**src/rtl/seqparity_pkg.sv**
```systemverilog
// Shared types and the XOR-reduce helper for the sequential parity engine.
package seqparity_pkg;

  typedef enum logic {IDLE = 1'b0, RUN = 1'b1} seqparity_state_t;

  typedef enum logic {PAR_EVEN = 1'b0, PAR_ODD = 1'b1} parity_mode_e;

  // Widest slice the helper accepts; callers zero-extend narrower slices.
  localparam int unsigned XOR_MAX_W = 1024;

  function automatic logic xor_slice(input logic [XOR_MAX_W-1:0] v);
    return ^v;
  endfunction

endpackage

```
**src/rtl/seqparity_slice.sv**
```systemverilog
// Combinational M-bit XOR reduce of the low bits of the engine's shift register.
module seqparity_slice
  import seqparity_pkg::*;
#(
  parameter int unsigned M = 4
) (
  input  logic [M-1:0] i_bits,
  output logic         o_par
);

  logic [XOR_MAX_W-1:0] w_ext;

  always_comb begin
    w_ext         = '0;
    w_ext[M-1:0]  = i_bits;
    o_par         = xor_slice(w_ext);
  end

endmodule

```
**src/rtl/seqparity_engine.sv**
```systemverilog
// Sequential parity engine: latches an N-bit word and reduces M bits per cycle.
// Optional expected-parity checker enabled by defining SEQPARITY_CHECK_EN.
module seqparity_engine
  import seqparity_pkg::*;
#(
  parameter int unsigned N = 32,
  parameter int unsigned M = 4
) (
  input  logic         clock,
  input  logic         reset_n,
  input  logic         start,
  input  logic         odd,
  input  logic [N-1:0] b,
`ifdef SEQPARITY_CHECK_EN
  input  logic         exp_parity,
  output logic         mismatch,
`endif
  output logic         parity,
  output logic         ready,
  output logic         busy,
  output logic         done
);

  localparam int unsigned STEPS = N / M;
  localparam int unsigned CNT_W = (STEPS > 1) ? $clog2(STEPS) : 1;

  generate
    if ((M < 1) || (M > N) || ((N % M) != 0) || (M > XOR_MAX_W)) begin : g_bad_params
      $error("seqparity_engine: M must divide N with 1 <= M <= N");
    end
  endgenerate

  seqparity_state_t r_state;
  seqparity_state_t w_state_nxt;
  parity_mode_e     r_mode;
  logic [N-1:0]     r_shreg;
  logic [CNT_W-1:0] r_cnt;
  logic             r_acc;
  logic             r_parity;
  logic             r_done;
  logic             w_slice;
  logic             w_load;
  logic             w_finish;
  logic             w_par_final;

  seqparity_slice #(.M(M)) u_slice (
    .i_bits (r_shreg[M-1:0]),
    .o_par  (w_slice)
  );

  always_ff @(posedge clock or negedge reset_n) begin
    if (!reset_n) r_state <= IDLE;
    else          r_state <= w_state_nxt;
  end

  always_comb begin
    w_state_nxt = r_state;
    w_load      = 1'b0;
    w_finish    = 1'b0;
    case (r_state)
      IDLE: begin
        if (start) begin
          w_load      = 1'b1;
          w_state_nxt = RUN;
        end
      end
      RUN: begin
        if (r_cnt == '0) begin
          w_finish    = 1'b1;
          w_state_nxt = IDLE;
        end
      end
      default: w_state_nxt = IDLE;
    endcase
  end

  // Final step folds the last slice in directly so the result lands on the same edge.
  assign w_par_final = r_acc ^ w_slice ^ r_mode;

  always_ff @(posedge clock or negedge reset_n) begin
    if (!reset_n) begin
      r_shreg  <= '0;
      r_mode   <= PAR_EVEN;
      r_acc    <= 1'b0;
      r_cnt    <= '0;
      r_parity <= 1'b0;
      r_done   <= 1'b0;
    end else begin
      r_done <= w_finish;
      if (w_load) begin
        r_shreg <= b;
        r_mode  <= parity_mode_e'(odd);
        r_acc   <= 1'b0;
        r_cnt   <= CNT_W'(STEPS - 1);
      end else if (r_state == RUN) begin
        r_acc   <= r_acc ^ w_slice;
        r_shreg <= r_shreg >> M;
        r_cnt   <= r_cnt - CNT_W'(1);
        if (w_finish) r_parity <= w_par_final;
      end
    end
  end

`ifdef SEQPARITY_CHECK_EN
  logic r_exp;
  logic r_mismatch;

  always_ff @(posedge clock or negedge reset_n) begin
    if (!reset_n) begin
      r_exp      <= 1'b0;
      r_mismatch <= 1'b0;
    end else if (w_load) begin
      r_exp      <= exp_parity;
      r_mismatch <= 1'b0;
    end else if (w_finish) begin
      r_mismatch <= (w_par_final != r_exp);
    end
  end

  assign mismatch = r_mismatch;
`endif

  assign parity = r_parity;
  assign ready  = (r_state == IDLE);
  assign busy   = ~ready;
  assign done   = r_done;

endmodule

```
**config.mk**
```make
export PLATFORM = sky130hd
export DESIGN_NAME = seqparity_engine
export DESIGN_NICKNAME = d
export VERILOG_FILES = /design/src/rtl/seqparity_pkg.sv /design/src/rtl/seqparity_slice.sv /design/src/rtl/seqparity_engine.sv
export SDC_FILE = /design/constraint.sdc
export NUM_CORES = 1
export LEC_CHECK = 0
export BUFFER_PORTS_ARGS = -buffer_cell sky130_fd_sc_hd__clkbuf_2
export CAP_MARGIN = 10
export CORE_ASPECT_RATIO = 0.9
export CORE_MARGIN = 1.5
export CORE_UTILIZATION = 40
export DETAILED_ROUTE_END_ITERATION = 10
export PLACE_DENSITY = 0.64
export SLEW_MARGIN = 40
export SYNTH_ARGS = -nofsm -noshare
export SYNTH_HDL_FRONTEND = slang
export SYNTH_SLANG_ARGS = --single-unit
```
**constraint.sdc**
```tcl
create_clock -name clock -period 3.96 [get_ports clock]
set_input_delay 0.198 -clock clock [delete_from_list [all_inputs] [get_ports clock]]
set_output_delay 0.198 -clock clock [all_outputs]
set_load 0.05 [all_outputs]
```
==> impl_metrics.toml <==
[timing]
hold_viol = 0
clock_skew_ns = 0.00739
whs_ns = 0.160
rsz0062_at_grt = "no"
post-route-period-util = 0.432
slew_violations = 0
max_slew.worst_pin.slew_ns = 0.595
tns_ns = 0
maxSlewHeadroom = 0.603
min_period_ns = 1.71
fmax_mhz = 584
finalSetupViolations = 0

[global_route]
grt_pass1_vias = 1247
grt_max_degree = 72
grt_pass1_wl_um = 5580
grt_overflow = 0
grt_usage = 0.149
antenna_found_initial = 0

[drt]
drc = 0
wl_um = 3250
wl_met3_um = 166
dr.pass1.iters = 4
wl_met1_um = 1550
antenna_left = 0
wl_per_cell_um = 12.2
dr_wl_met2_um = 1500
drt_iter0_drc = 76
vias = 1271
viasPerCell = 4.76
top_layer = "met4"

[synth]
synth.largest_area_cell = "dfrtp_1"
synth_warnings = 0
synth_area_mm2 = 0.00184
synth_area_per_cell_um2 = 10.9
ys_seq_elements = 40
synth_top_area_frac = 0.545
syn_nets = 206
synthTopCellsByArea = "dfrtp_1, mux2i_1, o21ai_0"
syn-instance-count = 168
yosysSeqAreaShare = 0.545
ys_types = 20

[finish]
final_common_cell = "dfrtp_1"
fin_cells = 267
area_growth_syn_to_layout_pct = 18.1
drive_above_1_share = 0.244
layout_common_cells = "dfrtp_1, clkbuf_2, mux2i_1"
nFillCells = 451
diodes = 0
final_nets = 242

[placed_design]
port_buffers = 39
routabilityCongestion = 0.696
dp_hpwl_um = 2110
dpl.cell_count = 258

[clocking]
path_clk_slew_ns = 0.07
clk_latency_ns = 0.29
cts_tree = "built"
cts_sinks = 40
post_cts_buffers = 0
cts_resized = 0
clock_path_buffers = 2
htreeDepth = 2
cts_root_buffer = "clkbuf_8"
cts_made_buffers = 5

[floorplanning]
dieArea_mm2 = 0.00501
die_x_um = 74.4
initial_core_util = 0.414
rows = 23
core_mm2 = 0.00443
die_height_um = 67.3
io_pins = 40

[critical_path]
crit_path_end = "ready"
critPathLaunchType = "register"
cp-startpoint = "busy$_DFF_PN0_"
regToRegStartpoint = "busy$_DFF_PN0_"
crit_arrival_ns = 1.51
path_class = "reg2out"
crit_family = "flip-flops"
r2r-end = "parity$_DFFE_PN0P_"
path_depth = 2
worstPathMaxFanout = 71
cp-end-kind = "output port"
crit_buf_inv = 2
critPathSlowestCell = "dfrtp_4"
r2r_slack_ns = 2.37
max_stage_delay_ns = 0.81
reg2regPathDepth = 3
critical_path_required_ns = 3.76
path_cells = "inv_1, clkbuf_2"

[worst_hold_path]
holdCritPathClass = "in2reg"
holdPathStages = 2

[job]
drv_cap = 0

[run_status]
status = "finished, final reports clean"

[power]
finalPower_mw = 1.46
power_per_cell_area_mw_per_mm2 = 675
leakage_nw = 1.11
ir_worst_vdd_uv = 260
## final cells by class
type	instances	area, µm²	share of cell area
clock buffer	8	90.1	0.0415
timing repair buffer	41	215	0.0992
sequential	40	1000	0.463
inverter	3	11.3	0.00519
tap	62	77.6	0.0358
multi-input combinational	113	769	0.355
## repair_timing
item,CTS,global route
hold endpoints to repair,40,0
endpoints found under the setup margin,0,0
hold buffers,1,0
## worst reg2reg max path, delay by kind of cell, from the launching register on
family | cells | cell delay [ns]
mux | 1 | 0.33
flops | 1 | 0.81
simple gates | 2 | 0.35
## flip-flops by register name (all words and copies together), names as in the netlist
register	count
busy	1
done	1
parity	1
r_acc	1
r_cnt	3
r_mode	1
r_shreg	32
## cells in the mapped netlist (all sizes together)
| library cell | number |
|---|---|
| a21boi | 1 |
| a21oi | 3 |
| a22o | 1 |
| a31o | 1 |
| buf | 7 |
| clkbuf | 5 |
| dfrtp | 40 |
| ha | 2 |
| inv | 3 |
| mux2 | 1 |
| mux2i | 32 |
| nand2 | 29 |
| nor2 | 7 |
| nor3 | 3 |
| o21ai | 28 |
| xnor2 | 2 |
| xnor3 | 2 |
| xor2 | 1 |
## where the power goes
part	internal, mW	switching, mW	leakage, nW
Sequential	0.568	0.166	0.524
Clock	0.142	0.129	0.0455
Combinational	0.226	0.231	0.540
## metal layers
metal	up-vias	global-route usage
met4	0	0.0614
met1	598	0.199
li1	642	-
met2	27	0.229
met5	-	0
met3	4	0.0418
## stage by stage
step                worst slack, ns  utilization  instance area [µm²]
finish                         2.25        0.489                 2170
global route                   2.11        0.489                 2170
CTS                            2.22        0.489                 2170
detailed placement             2.37        0.467                 2070
global placement               2.18        0.466                 2060
floorplan                      2.36            -                 1840
## worst min path at each step
stage | start | end | slack (ns)
2_1_floorplan | reset_n | busy$_DFF_PN0_ | -0.1
3_3_place_gp | reset_n | r_shreg[8]$_DFFE_PN0P_ | 0.41
3_5_place_dp | reset_n | r_shreg[8]$_DFFE_PN0P_ | 0.24
4_1_cts | odd | r_mode$_DFFE_PN0P_ | 0.15
5_1_grt | odd | r_mode$_DFFE_PN0P_ | 0.17
6_report | odd | r_mode$_DFFE_PN0P_ | 0.16
## cells by family after synthesis
group / share of synthesized area
buffers and inverters: 0.0361
adders and majority gates: 0.0136
and+or+nand+nor: 0.0817
xor gates and xnor gates: 0.0429
DFF: 0.545
muxes: 0.183
AOI/OAI and AO/OA: 0.0981
No activity file was read; power rests on OpenSTA's default activity.
